===== src/rtl/spi_cmd_frontend_if.sv =====
// Bus bundle for spi_cmd_frontend: SPI pins, receive-byte stream,
// response-byte handshake and overflow status.
// The slave modport is the frontend itself; master is whatever drives it
// (SPI host side plus the command decoder).
interface spi_cmd_frontend_if;
   logic       spi_sclk;
   logic       spi_cs_n;
   logic       spi_mosi;
   logic       spi_miso;
   logic       out_valid;
   logic       out_ready;
   logic [7:0] out_data;
   logic       rsp_valid;
   logic       rsp_ready;
   logic [7:0] rsp_data;
   logic       overflow;
   logic       overflow_clr;

   modport slave (
      input  spi_sclk, spi_cs_n, spi_mosi, out_ready, rsp_valid, rsp_data, overflow_clr,
      output spi_miso, out_valid, out_data, rsp_ready, overflow
   );

   modport master (
      output spi_sclk, spi_cs_n, spi_mosi, out_ready, rsp_valid, rsp_data, overflow_clr,
      input  spi_miso, out_valid, out_data, rsp_ready, overflow
   );
endinterface


===== src/rtl/spi_cmd_frontend.sv =====
// SPI mode-0 slave frontend. SPI pins are oversampled in the clk domain
// through synchronizers; received bytes go into a first-word-fall-through
// FIFO, and response bytes from the command decoder are shifted out on MISO.
module spi_cmd_frontend #(
   parameter int FIFO_DEPTH  = 4,
   parameter int SYNC_STAGES = 2
) (
   input  logic               clk,
   input  logic               rstn,
   spi_cmd_frontend_if.slave  io_bus
);
   typedef logic [7:0] byte_t;
   typedef enum logic {S_IDLE, S_ACTIVE} state_t;

   localparam int AW = (FIFO_DEPTH > 1) ? $clog2(FIFO_DEPTH) : 1;
   localparam int CW = AW + 1;

   // ---------------------------------------------------------------
   // Input synchronizers and edge detection
   // ---------------------------------------------------------------
   logic [SYNC_STAGES-1:0] r_sclk_sync;
   logic [SYNC_STAGES-1:0] r_cs_sync;
   logic [SYNC_STAGES-1:0] r_mosi_sync;
   logic                   r_sclk_q;
   logic                   r_cs_q;

   logic w_sclk, w_cs_n, w_mosi;
   logic w_rise, w_fall, w_cs_start, w_cs_end;

   assign w_sclk = r_sclk_sync[SYNC_STAGES-1];
   assign w_cs_n = r_cs_sync[SYNC_STAGES-1];
   assign w_mosi = r_mosi_sync[SYNC_STAGES-1];

   // Synchronize SPI pins; cs_n idles high so its chain resets to 1.
   always_ff @(posedge clk or negedge rstn) begin
      if (!rstn) begin
         r_sclk_sync <= '0;
         r_cs_sync   <= '1;
         r_mosi_sync <= '0;
         r_sclk_q    <= 1'b0;
         r_cs_q      <= 1'b1;
      end else begin
         r_sclk_sync[0] <= io_bus.spi_sclk;
         r_cs_sync[0]   <= io_bus.spi_cs_n;
         r_mosi_sync[0] <= io_bus.spi_mosi;
         for (int i = 1; i < SYNC_STAGES; i++) begin
            r_sclk_sync[i] <= r_sclk_sync[i-1];
            r_cs_sync[i]   <= r_cs_sync[i-1];
            r_mosi_sync[i] <= r_mosi_sync[i-1];
         end
         r_sclk_q <= w_sclk;
         r_cs_q   <= w_cs_n;
      end
   end

   assign w_rise     =  w_sclk & ~r_sclk_q;
   assign w_fall     = ~w_sclk &  r_sclk_q;
   assign w_cs_start = ~w_cs_n &  r_cs_q;
   assign w_cs_end   =  w_cs_n & ~r_cs_q;

   // ---------------------------------------------------------------
   // Transfer FSM: RX shift, TX shift, response handshake
   // ---------------------------------------------------------------
   state_t      r_state;
   logic [2:0]  r_bit_cnt;
   logic [6:0]  r_rx_shift;
   byte_t       r_tx_shift;
   logic        r_rsp_ready;

   logic  w_active;
   logic  w_push;
   byte_t w_rx_byte;
   byte_t w_tx_load;

   assign w_active  = (r_state == S_ACTIVE);
   assign w_rx_byte = {r_rx_shift, w_mosi};
   // A byte completes on the 8th rise; a simultaneous cs_end wins.
   assign w_push    = w_active && !w_cs_end && w_rise && (r_bit_cnt == 3'd7);
   assign w_tx_load = io_bus.rsp_valid ? io_bus.rsp_data : 8'h00;

   // Frame state, bit counting, and MISO byte loading/shifting.
   always_ff @(posedge clk or negedge rstn) begin
      if (!rstn) begin
         r_state     <= S_IDLE;
         r_bit_cnt   <= 3'd0;
         r_rx_shift  <= '0;
         r_tx_shift  <= '0;
         r_rsp_ready <= 1'b0;
      end else begin
         r_rsp_ready <= 1'b0;
         case (r_state)
            S_IDLE: begin
               if (w_cs_start) begin
                  r_state     <= S_ACTIVE;
                  r_bit_cnt   <= 3'd0;
                  r_rx_shift  <= '0;
                  r_tx_shift  <= w_tx_load;
                  r_rsp_ready <= io_bus.rsp_valid;
               end
            end
            S_ACTIVE: begin
               if (w_cs_end) begin
                  // Partial byte is dropped; tx top bit cleared so MISO idles low.
                  r_state    <= S_IDLE;
                  r_bit_cnt  <= 3'd0;
                  r_rx_shift <= '0;
                  r_tx_shift <= '0;
               end else if (w_rise) begin
                  r_rx_shift <= w_rx_byte[6:0];
                  r_bit_cnt  <= r_bit_cnt + 3'd1;
                  if (r_bit_cnt == 3'd7) begin
                     r_tx_shift  <= w_tx_load;
                     r_rsp_ready <= io_bus.rsp_valid;
                  end
               end else if (w_fall && (r_bit_cnt != 3'd0)) begin
                  // The fall right after a byte boundary would push out the
                  // freshly loaded MSB before the host sampled it, so skip it.
                  r_tx_shift <= {r_tx_shift[6:0], 1'b0};
               end
            end
            default: r_state <= S_IDLE;
         endcase
      end
   end

   assign io_bus.spi_miso  = r_tx_shift[7];
   assign io_bus.rsp_ready = r_rsp_ready;

   // ---------------------------------------------------------------
   // Receive FIFO (first-word-fall-through)
   // ---------------------------------------------------------------
   byte_t          r_mem [FIFO_DEPTH];
   logic [AW-1:0]  r_wr_ptr;
   logic [AW-1:0]  r_rd_ptr;
   logic [CW-1:0]  r_count;
   logic           r_overflow;

   logic w_full, w_empty, w_pop, w_wr_en;

   assign w_full  = (r_count == CW'(FIFO_DEPTH));
   assign w_empty = (r_count == '0);
   assign w_pop   = !w_empty && io_bus.out_ready;
   // When full, a same-cycle pop frees the head slot for the new byte.
   assign w_wr_en = w_push && (!w_full || w_pop);

   // Storage write; no reset needed since reads are gated by count.
   always_ff @(posedge clk) begin
      if (w_wr_en) r_mem[r_wr_ptr] <= w_rx_byte;
   end

   // Pointers, occupancy and sticky overflow flag.
   always_ff @(posedge clk or negedge rstn) begin
      if (!rstn) begin
         r_wr_ptr   <= '0;
         r_rd_ptr   <= '0;
         r_count    <= '0;
         r_overflow <= 1'b0;
      end else begin
         if (w_wr_en) r_wr_ptr <= r_wr_ptr + 1'b1;
         if (w_pop)   r_rd_ptr <= r_rd_ptr + 1'b1;
         case ({w_wr_en, w_pop})
            2'b10:   r_count <= r_count + 1'b1;
            2'b01:   r_count <= r_count - 1'b1;
            default: r_count <= r_count;
         endcase
         if (w_push && w_full && !w_pop) r_overflow <= 1'b1;
         else if (io_bus.overflow_clr)   r_overflow <= 1'b0;
      end
   end

   assign io_bus.out_valid = !w_empty;
   assign io_bus.out_data  = w_empty ? 8'h00 : r_mem[r_rd_ptr];
   assign io_bus.overflow  = r_overflow;

endmodule


===== src/flat_wrapper.sv =====
// flat-port wrapper written by rule: the top's interface ports become plain ports
module spi_cmd_frontend_flat 
#(
   parameter int FIFO_DEPTH  = 4,
   parameter int SYNC_STAGES = 2
)
  (clk, rstn, io_bus_spi_sclk, io_bus_spi_cs_n, io_bus_spi_mosi, io_bus_out_ready, io_bus_rsp_valid, io_bus_rsp_data, io_bus_overflow_clr, io_bus_spi_miso, io_bus_out_valid, io_bus_out_data, io_bus_rsp_ready, io_bus_overflow);
  spi_cmd_frontend_if io_bus_i ();
  input  logic clk;
  input  logic rstn;
  input wire logic [$bits(io_bus_i.spi_sclk)-1:0] io_bus_spi_sclk;
  input wire logic [$bits(io_bus_i.spi_cs_n)-1:0] io_bus_spi_cs_n;
  input wire logic [$bits(io_bus_i.spi_mosi)-1:0] io_bus_spi_mosi;
  input wire logic [$bits(io_bus_i.out_ready)-1:0] io_bus_out_ready;
  input wire logic [$bits(io_bus_i.rsp_valid)-1:0] io_bus_rsp_valid;
  input wire logic [$bits(io_bus_i.rsp_data)-1:0] io_bus_rsp_data;
  input wire logic [$bits(io_bus_i.overflow_clr)-1:0] io_bus_overflow_clr;
  output wire logic [$bits(io_bus_i.spi_miso)-1:0] io_bus_spi_miso;
  output wire logic [$bits(io_bus_i.out_valid)-1:0] io_bus_out_valid;
  output wire logic [$bits(io_bus_i.out_data)-1:0] io_bus_out_data;
  output wire logic [$bits(io_bus_i.rsp_ready)-1:0] io_bus_rsp_ready;
  output wire logic [$bits(io_bus_i.overflow)-1:0] io_bus_overflow;
  assign io_bus_i.spi_sclk = io_bus_spi_sclk;
  assign io_bus_i.spi_cs_n = io_bus_spi_cs_n;
  assign io_bus_i.spi_mosi = io_bus_spi_mosi;
  assign io_bus_i.out_ready = io_bus_out_ready;
  assign io_bus_i.rsp_valid = io_bus_rsp_valid;
  assign io_bus_i.rsp_data = io_bus_rsp_data;
  assign io_bus_i.overflow_clr = io_bus_overflow_clr;
  assign io_bus_spi_miso = io_bus_i.spi_miso;
  assign io_bus_out_valid = io_bus_i.out_valid;
  assign io_bus_out_data = io_bus_i.out_data;
  assign io_bus_rsp_ready = io_bus_i.rsp_ready;
  assign io_bus_overflow = io_bus_i.overflow;
  spi_cmd_frontend #(.FIFO_DEPTH(FIFO_DEPTH), .SYNC_STAGES(SYNC_STAGES)) u_core (.clk(clk), .rstn(rstn), .io_bus(io_bus_i));
endmodule

===== config.mk =====
export PLATFORM = sky130hd
export DESIGN_NAME = spi_cmd_frontend_flat
export DESIGN_NICKNAME = d
export VERILOG_FILES = /design/src/rtl/spi_cmd_frontend_if.sv /design/src/rtl/spi_cmd_frontend.sv /design/src/flat_wrapper.sv
export SDC_FILE = /design/constraint.sdc
export NUM_CORES = 1
export LEC_CHECK = 0
export CORE_MARGIN = 5
export CORE_UTILIZATION = 30
export DETAILED_ROUTE_END_ITERATION = 7
export REMOVE_ABC_BUFFERS = 1
export SKIP_LAST_GASP = 1
export SYNTH_ARGS = -nofsm -noshare
export SYNTH_HDL_FRONTEND = slang
export SYNTH_SLANG_ARGS = --single-unit

===== constraint.sdc =====
create_clock -name clk -period 3.4 [get_ports clk]
set_clock_uncertainty 0.1 [all_clocks]
set_input_delay 1.02 -clock clk [delete_from_list [all_inputs] [get_ports clk]]
set_output_delay 1.02 -clock clk [all_outputs]
set_load 0.02 [all_outputs]

* Word level (Yosys, flattened, before mapping)
Memory sizes are Yosys's and may differ from the RTL's.
Cells that the tools add are included.
** Storage, ports and cells
- Register bits after elaboration :: 36
- Memory bits (writable) :: 32
- Output and inout bits :: 12
- Logic and storage cells :: 85
- Memories kept :: 1
** Operators by class
- Add/sub/neg operators :: 5
- Eq/ne operators :: 8
- Muxes and demuxes :: 29
- Bitwise operators :: 9
- Reductions and logical operators :: 19
** Memories
- u_core.r_mem :: depth 4, bits a word 8, read ports 1, clocked after memory_dff 0, wr ports 1, line spi_cmd_frontend.sv:132 : byte_t r_mem [FIFO_DEPTH];
** Operators by type and width (count)
- 8-bit two-way mux :: 7
- 7-bit two-way mux :: 3
- 8-bit case mux with 2 select lines :: 1
- 7-bit case mux with 2 select lines :: 1
- 3-bit case mux with 2 select lines :: 2
- 1-bit two-way mux :: 10
- 3-bit two-way mux :: 3
- 1-bit logical AND :: 8
- 3-bit by 1-bit adder with 3-bit output (second input constant) :: 2
- 3-bit == test (second input constant) :: 2
- 1-bit inverter :: 5
- 2-bit by 1-bit adder with 2-bit output (second input constant) :: 2
- 1-bit bitwise AND :: 4
- 1-bit zero test :: 4
- 4-bit by 2-bit != test with 1-bit output (second input constant) :: 1
- 4-bit != test (second input constant) :: 1
- 1-bit case mux with 2 select lines :: 2
- 2-bit nonzero test :: 2
- 3-bit zero test :: 1
- 3-bit by 1-bit != test with 1-bit output (second input constant) :: 1
- 3-bit AND reduction :: 1
- 3-bit nonzero test :: 1
- 3-bit by 1-bit subtractor with 3-bit output (second input constant) :: 1
- 2-bit by 1-bit == test with 1-bit output (second input constant) :: 1
- 4 further kinds :: 4

* Logic depth before layout (Yosys ltp)
Gate-level depths: netlist of run 1.
- Word-level depth :: 9
- Mapped depth :: 11

* Worst setup path before layout of run 1
No wires, ideal clock.
- Path kind :: register to register
- From :: reg u_core.r_bit_cnt[0]
- To :: reg u_core.r_count[1]
- Library setup time :: 123 ps
- Data arrival time :: 2387 ps
- Data required time :: 3177 ps
- Setup slack :: 790 ps
- Stages on the path, launching flop included :: 12
- Buffers on the path :: 2
- Period minus slack after synthesis :: 2610 ps
- Cell sequence :: dfrtp_1 -> ha_1 -> ha_1 -> and3b_1 -> and3_2 -> clkbuf_1 -> buf_2 -> nor2_1 -> fa_1 -> nand2_1 -> mux2i_1 -> o221a_2
** On the way
- Longest elaborated chain between the ends :: 5
** RTL lines
- start: declaration :: line spi_cmd_frontend.sv:65 : logic [2:0] r_bit_cnt;
- start signal: assignment :: line spi_cmd_frontend.sv:110 : r_bit_cnt <= r_bit_cnt + 3'd1;
- 3-bit == test (*) :: line spi_cmd_frontend.sv:78 : assign w_push = w_active && !w_cs_end && w_rise && (r_bit_cnt == 3'd7);
- 1-bit logical AND (*) :: line spi_cmd_frontend.sv:78
- 1-bit logical AND (*) :: line spi_cmd_frontend.sv:144 : assign w_wr_en = w_push && (!w_full || w_pop);
- 2-bit by 1-bit == test with 1-bit output / 2-bit == test (equally long branches) :: line spi_cmd_frontend.sv:161 : case ({w_wr_en, w_pop})
- 3-bit case mux with 2 select lines / 2-bit nonzero test (equally long branches)
- end signal: assignment :: line spi_cmd_frontend.sv:162 : 2'b10: r_count <= r_count + 1'b1;
- end signal: assignment :: line spi_cmd_frontend.sv:163 : 2'b01: r_count <= r_count - 1'b1;
- end signal: assignment :: line spi_cmd_frontend.sv:164 : default: r_count <= r_count;
- end: declaration :: line spi_cmd_frontend.sv:135 : logic [CW-1:0] r_count;
Every way passes the cells marked *; elsewhere a longest branch is shown, timed or not.
A chain may end at the register's enable or synchronous reset.

* Final worst setup path of run 1
- From :: reg u_core.r_count[0]
- To :: out io_bus_out_data[0]
** On the way
- Longest elaborated chain between the ends :: 2
** RTL lines
- 3-bit zero test :: line spi_cmd_frontend.sv:141 : assign w_empty = (r_count == '0);
- 8-bit two-way mux :: line spi_cmd_frontend.sv:172 : assign io_bus.out_data = w_empty ? 8'h00 : r_mem[r_rd_ptr];
- end: declaration :: line flat_wrapper.sv:20 : output wire logic [$bits(io_bus_i.out_data)-1:0] io_bus_out_data;
No other way between the ends.

==> summary.md, run 1 <==
| Metric | Value |
|---|---|
| PwrDens | `478 nW/µm²` |
| Fraction of layout instances using a drive strength above 1 | `between 20% and 30%` |
| Adder-cell share of the synthesized area | `around 4%` |
| Max incr delay on CP | `0.55 ns` |
| Largest net degree at the start of global routing | `37` |
| DRT Pass-1 Iters | `4` |
| CP delay by family, top | `simple AND/OR/NAND/NOR gates` |
| Slew headroom | `46.8%` |
| Final hold violations | `0` |
| Yosys cell types | `between 40 and 50` |
| Design area | `~3600 µm²` |
| Post-CTS resize count | `0` |
| Maximum clock rate | `~0.31 GHz` |
| Initial Utilization | `between 30% and 40%` |
| Antenna violations before repair | `0` |
| Syn avg cell area | `~15 µm²` |
| Area Growth Syn to Fin | `20.7%` |
| Die ar. | `approximately 12000 µm²` |
| Tcrit/Tclk final | `94.4%` |
| Total global-route track usage | `under 10%` |
| Cell Chain, Critical Path | `or3_1 -> and2_1 -> clkdlybuf4s50_1` |
| VDD IR max | `around 0.26 mV` |
| GRT overflow | `0` |
| Cell taking the most area after synthesis | `edfxtp_1` |
| Nature of the critical path endpoint | `output pin` |
| FFs w/ async S/R, synth | `52.9%` |
| Arrival time at the worst endpoint | `2.09 ns` |
| Status | `complete, no violations` |
| Worst Hold Path EP | `u_core.r_mosi_sync[1]` |
| Most frequent cells in the layout | `33 x dfrtp_1, 32 x edfxtp_1, 26 x clkdlybuf4s50_1` |
| Post-Syn Area | `roughly 3000 µm²` |
| Placed wire-length estimate | `3350 µm` |
| WHS | `0.252 ns` |
| Power Internal | `about 1.3 mW` |
| Footprint of the multi-input gates | `1010 µm²` |
| Worst hold stages | `0` |
| Storage element area | `~1900 µm²` |
| RSZ-0062 raised after global routing | `no` |
| Hold WC Path Type | `reg2reg` |
| Sw frac | `a little under a quarter` |
| DRT antenna net count | `0` |
| Finish-stage setup viols | `0` |
| Cts hold-fix bufs | `0` |
| Mux share of post-synthesis cell area | `between 10% and 20%` |
| Die width | `~110 µm` |
| Core area | `~9700 µm²` |
| Crit path max-delay cell type | `or3_1` |
| First-pass GRT wire length | `about 8400 µm` |
| WL final | `4950 µm` |
| Core Util, Final | `around 37%` |
| Io pins | `28` |
| Xor/xnor cell area share of the yosys netlist | `under 10%` |
| Crit start category | `register` |
| Part of the Yosys area used for sequential elements | `63.2%` |
| Peak fanout along the critical path | `12` |
| Minimum clock period after layout | `3.21 ns` |
| Min-delay src | `u_core.r_mosi_sync[0]` |
| Commonest non-fill, non-tap cell in the layout | `dfrtp_1` |
| Ys Warns | `0` |
| I/O Buffers | `27` |
| CTS tree | `yes` |
| Via Count | `1628` |
| Total clock sinks | `between 60 and 70` |
| R2R Path End | `u_core.r_count[1]` |
| # fillers | `approximately 930` |
| Compound-gate portion of the synthesized area | `between 8 and 9%` |
| Synth top area share | `32.5%` |
| Number of H-tree levels | `3` |
| Most used DFF post-synth | `dfrtp_1` |
| LEAKAGE | `~1.4 nW` |
| Clk slew on worst S/H paths | `about 0.07 ns` |
| FF+latch count, synth | `68` |
| Die Ht | `109 µm` |
| Fin. max-slew vios | `0` |
| Area after DPL | `3360 µm²` |
| R2R setup slack | `around 0.84 ns` |
| # nets final | `247` |
| Placed cell count | `roughly 350` |
| Simple-Gate Fraction of Synth Area | `10.4%` |
| Largest family of logic cells by synthesized area | `multiplexers` |
| Clk network pwr share | `roughly 40%` |
| Max-Cap Viols | `0` |
| Non-Filler Instances | `around 360` |
| Total negative slack | `0 ns` |
| Initial drt markers | `39` |
| Post-CTS Setup Bufs | `0` |
| Reg2reg path depth | `9` |
| Clk_lat worst skew | `approximately 0.34 ns` |
| Flop pwr share | `between 50 and 60%` |
| Vias per Instance | `roughly 4.5` |
| WL per Instance | `between 10 and 15 µm` |
| GPL Wtd Cong | `~0.7` |
| CTS buffer count | `9` |
| N_diodes | `0` |
| Data required time of the critical path | `between 2 and 2.5 ns` |
| EDFF count, synth | `32` |
| Worst Tran Pin Value | `0.798 ns` |
| Reg2reg start | `u_core.r_bit_cnt[0]` |
| DRC Markers | `0` |
| Gate power share | `6.9%` |
| Root buffer cell | `clkbuf_8` |
| Rows | `36` |
| Synth Instances | `around 190` |
| Max Root-Sink Buffers | `2` |
| Top post-synthesis cells by area | `edfxtp_1 33%, dfrtp_1 28%, mux4_2 6.1%, mux2_2 3.8%, ha_1 3.0%` |
| Switch Pwr | `0.400 mW` |
| Crit path kind | `reg2out` |
| Number of buffers and inverters on the critical path | `1` |
| Vias in the first global route | `between 1500 and 2000` |
-- registers in the layout (all words and copies together), names as in the netlist --
register	cells
u_core.r_mem	32
u_core.r_sclk_q	1
u_core.r_bit_cnt	3
u_core.r_sclk_sync	2
u_core.r_count	3
u_core.r_cs_q	1
u_core.io_bus.overflow	1
u_core.r_mosi_sync	2
u_core.r_wr_ptr	2
u_core.r_rd_ptr	2
u_core.r_cs_sync	2
u_core.r_rx_shift	7
u_core.io_bus.rsp_ready	1
u_core.r_tx_shift	8
u_core.r_state	1
-- cells by family (layout without fill, tap and decap cells) --
| logic type | after synthesis | in the layout |
|---|---|---|
| adder cells (fa/ha/maj) | 9 | 9 |
| AND/OR/NAND/NOR | 47 | 47 |
| AO/OA/AOI/OAI | 27 | 27 |
| buffers and inverters | 17 | 53 |
| flip-flops | 68 | 68 |
| multiplexers | 20 | 20 |
| XOR/XNOR | 4 | 4 |
-- layer usage --
metal | vias up | wire length [µm] | GRT usage (%)
met5 | - | 0 | 0
met4 | 0 | 78 | 3.74
met3 | 9 | 178 | 3.02
met2 | 27 | 2300 | 14.2
met1 | 808 | 2390 | 12.2
li1 | 784 | - | -
-- stage by stage --
step / total power [mW] / setup WS [ns]
2_1_floorplan: 0.994 / 0.897
3_3_place_gp: 1.05 / 0.520
3_5_place_dp: 1.05 / 0.484
4_1_cts: 1.73 / 0.113
5_1_grt: 1.78 / 0.0524
6_report: 1.70 / 0.191
-- worst max-delay path by stage --
stage	startpoint	slack (ns)	end	cells past startpoint
final	u_core.r_count[0]	0.19	io_bus_out_data[0]	3
after global placement	u_core.r_count[0]	0.52	io_bus_out_data[2]	3
after floorplan	u_core.r_rd_ptr[0]	0.90	io_bus_out_data[0]	2
after CTS	u_core.r_count[0]	0.11	io_bus_out_data[0]	3
after detailed placement	io_bus_out_ready	0.48	u_core.r_count[1]	7
after global routing	u_core.r_count[0]	0.05	io_bus_out_data[3]	3
-- layout make-up --
class / instances / share of cell area (%)
clock buffers: 9 / 3.47
clock inverters: 7 / 2.32
flip-flops and latches: 68 / 52.3
multi-input cells: 107 / 28.4
well taps: 133 / 4.67
repair buffers: 30 / 8.07
inverters: 7 / 0.737
-- power groups by stage --
stage | logic [mW] | clock network (mW) | registers, mW
after detailed placement | 0.121 | 0 | 0.928
after CTS | 0.121 | 0.696 | 0.910
after global routing | 0.131 | 0.730 | 0.915
final | 0.118 | 0.674 | 0.910
after floorplan | 0.0684 | 0 | 0.926
after global placement | 0.119 | 0 | 0.926
-- synth_stat cells (all sizes together), types with 3 or more instances --
cell type / number
a22o: 9
a32o: 7
and2: 9
and3: 8
buf: 5
clkbuf: 5
dfrtp: 33
dfstp: 3
edfxtp: 32
ha: 7
inv: 7
mux2: 10
mux4: 8
nand2: 5
nand2b: 3
nand3: 5
nor2: 3
o21ai: 3
xnor2: 4
(Power assumes the default switching activity.)
==> run 2: changes to the inputs <==
- CORE_UTILIZATION: 30 -> 40
- SLEW_MARGIN: unset -> 20
==> summary.md, run 2 (synthesis results as in run 1) <==
| Metric | Value |
|---|---|
| Fraction of layout instances using a drive strength above 1 | `22.8% (unchanged)` |
| Area after DPL | `3320 µm² (was 3360 µm²)` |
| Power, Total | `1.76 mW (was 1.70 mW)` |
| Die width | `95.9 µm (was 109 µm)` |
| Post-CTS resize count | `0 (unchanged)` |
| Number of H-tree levels | `3 (unchanged)` |
| R2R Path End | `u_core.r_count[1] (unchanged)` |
| Total clock sinks | `68 (unchanged)` |
| Min-delay src | `u_core.r_sclk_sync[0] (was u_core.r_mosi_sync[0])` |
| Largest Register | `u_core.r_mem (unchanged)` |
| Slew headroom | `45.5% (was 46.8%)` |
| R2R setup slack | `0.84 ns (about the same)` |
| Core area | `7210 µm² (was 9680 µm²)` |
| Reg2reg path depth | `9 (unchanged)` |
| Io pins | `28 (unchanged)` |
| Die Ht | `95.9 µm (was 109 µm)` |
| # nets final | `247 (unchanged)` |
| Hold WC Path Type | `reg2reg (unchanged)` |
| Cell Chain, Critical Path | `or3_1 -> and2_1 -> clkdlybuf4s50_1 (unchanged)` |
| I/O Buffers | `27 (unchanged)` |
| Placed wire-length estimate | `3230 µm (was 3350 µm)` |
| CTS buffer count | `9 (unchanged)` |
| Placed cell count | `311 (was 345)` |
| Root buffer cell | `clkbuf_8 (unchanged)` |
| Peak fanout along the critical path | `12 (unchanged)` |
| Clk_lat worst skew | `0.34 ns (about the same)` |
| Number of buffers and inverters on the critical path | `1 (unchanged)` |
| Total negative slack | `0 ns (unchanged)` |
| CTS tree | `yes (unchanged)` |
| Vias per Instance | `4.99 (was 4.51)` |
| First-pass GRT wire length | `8510 µm (was 8420 µm)` |
| Vias in the first global route | `1755 (was 1734)` |
| Tcrit/Tclk final | `94.3% (was 94.4%)` |
| Clk slew on worst S/H paths | `0.08 ns (was 0.07 ns)` |
| Data required time of the critical path | `2.28 ns (about the same)` |
| Arrival time at the worst endpoint | `2.08 ns (was 2.09 ns)` |
| Total global-route track usage | `12.5% (was 9.27%)` |
| Non-Filler Instances | `327 (was 361)` |
| Final hold violations | `0 (unchanged)` |
| Finish-stage setup viols | `0 (unchanged)` |
| Worst Tran Pin Value | `0.818 ns (was 0.798 ns)` |
| Max incr delay on CP | `0.54 ns (was 0.55 ns)` |
| WL per Instance | `14.9 µm (was 13.7 µm)` |
| Setup crit end | `io_bus_out_data[7] (was io_bus_out_data[0])` |
| DRT Pass-1 Iters | `4 (unchanged)` |
| Max reg flops | `32 (unchanged)` |
| Max Root-Sink Buffers | `2 (unchanged)` |
| Die ar. | `9200 µm² (was 11900 µm²)` |
| PnR worst setup slack | `0.195 ns (was 0.191 ns)` |
| Antenna violations before repair | `0 (unchanged)` |
| N_diodes | `0 (unchanged)` |
| Area Growth Syn to Fin | `19.8% (was 20.7%)` |
| Setup crit start | `u_core.r_count[0] (unchanged)` |
| GRT overflow | `0 (unchanged)` |
| DP Worst Slack | `0.495 ns (was 0.484 ns)` |
| WHS | `0.249 ns (was 0.252 ns)` |
| Crit path kind | `reg2out (unchanged)` |
| DRC Markers | `0 (unchanged)` |
| GPL Wtd Cong | `0.696 (was 0.701)` |
| Largest net degree at the start of global routing | `37 (unchanged)` |
| Crit path max-delay cell type | `or3_1 (unchanged)` |
| Maximum clock rate | `0.312 GHz (about the same)` |
| PwrDens | `499 nW/µm² (was 478 nW/µm²)` |
| RSZ-0062 raised after global routing | `no (unchanged)` |
| Post-CTS Setup Bufs | `0 (unchanged)` |
| Rows | `31 (was 36)` |
| WL final | `4860 µm (was 4950 µm)` |
| Initial drt markers | `77 (was 39)` |
| LEAKAGE | `1.44 nW (about the same)` |
| Critical path depth | `3 (unchanged)` |
| Fin. max-slew vios | `0 (unchanged)` |
| VDD IR max | `0.237 mV (was 0.261 mV)` |
| Initial Utilization | `40.9% (was 30.5%)` |
| Biggest regs | `u_core.r_mem x32, u_core.r_tx_shift x8, u_core.r_rx_shift x7 (unchanged)` |
| Design area | `3540 µm² (was 3560 µm²)` |
| Via Count | `1633 (was 1628)` |
| Reg2reg start | `u_core.r_bit_cnt[0] (unchanged)` |
| Core Util, Final | `49.0% (was 36.8%)` |
| Status | `complete, no violations (unchanged)` |
| Commonest non-fill, non-tap cell in the layout | `dfrtp_1 (unchanged)` |
| Max-Cap Viols | `0 (unchanged)` |
| Most frequent cells in the layout | `33 x dfrtp_1, 32 x edfxtp_1, 26 x clkdlybuf4s50_1 (unchanged)` |
| Cts hold-fix bufs | `0 (unchanged)` |
| Crit start category | `register (unchanged)` |
| Minimum clock period after layout | `3.20 ns (was 3.21 ns)` |
| Nature of the critical path endpoint | `output pin (unchanged)` |
| DRT antenna net count | `0 (unchanged)` |
| CP delay by family, top | `simple AND/OR/NAND/NOR gates (unchanged)` |
run 2: cell count changes in the layout (fill, tap and decap cells not counted):
cell        previous run  this run
clkinv_4               4         1
bufinv_16              1         2
clkinv_2               0         1
clkinvlp_4             0         1
run 2: worst reg2reg max path: cells and delay by family (launching register included):
family                   cells  cell delay, ns
AO/OA/AOI/OAI                1            0.25
adder cells (fa/ha/maj)      3            0.87
multiplexers                 1            0.07
AND/OR/NAND/NOR              4            0.77
flip-flops                   1            0.40
run 2: cell type report:
| type | count | area (µm²) |
|---|---|---|
| clock inverter | 7 | 98.8 |
| inverter | 7 | 26.3 |
| fill | 666 | 3680 |
| tap | 99 | 124 |
| clock buffer | 9 | 124 |
| sequential | 68 | 1870 |
| multi-input combinational | 107 | 1010 |
| timing repair buffer | 30 | 288 |
run 2: worst min-delay path by stage:
stage | to | slack [ns] | depth (start not counted)
6_report | u_core.r_sclk_sync[1] | 0.25 | 0
4_1_cts | u_core.r_sclk_sync[1] | 0.25 | 0
2_1_floorplan | u_core.r_mosi_sync[1] | 0.23 | 0
5_1_grt | u_core.r_sclk_sync[1] | 0.26 | 0
3_3_place_gp | u_core.r_sclk_sync[1] | 0.23 | 0
3_5_place_dp | u_core.r_sclk_sync[1] | 0.24 | 0
run 2: per-layer routing:
metal,vias up,share of wire [%],track usage [%]
li1,784,-,-
met1,810,48,16.8
met2,28,46,18.2
met3,11,4.1,4.22
met4,0,1.9,6.04
met5,-,0,0
run 2: power by group:
group          internal, mW  switching (mW)
logic                0.0649          0.0524
clock network         0.418           0.319
registers             0.889          0.0218
total                  1.37           0.393
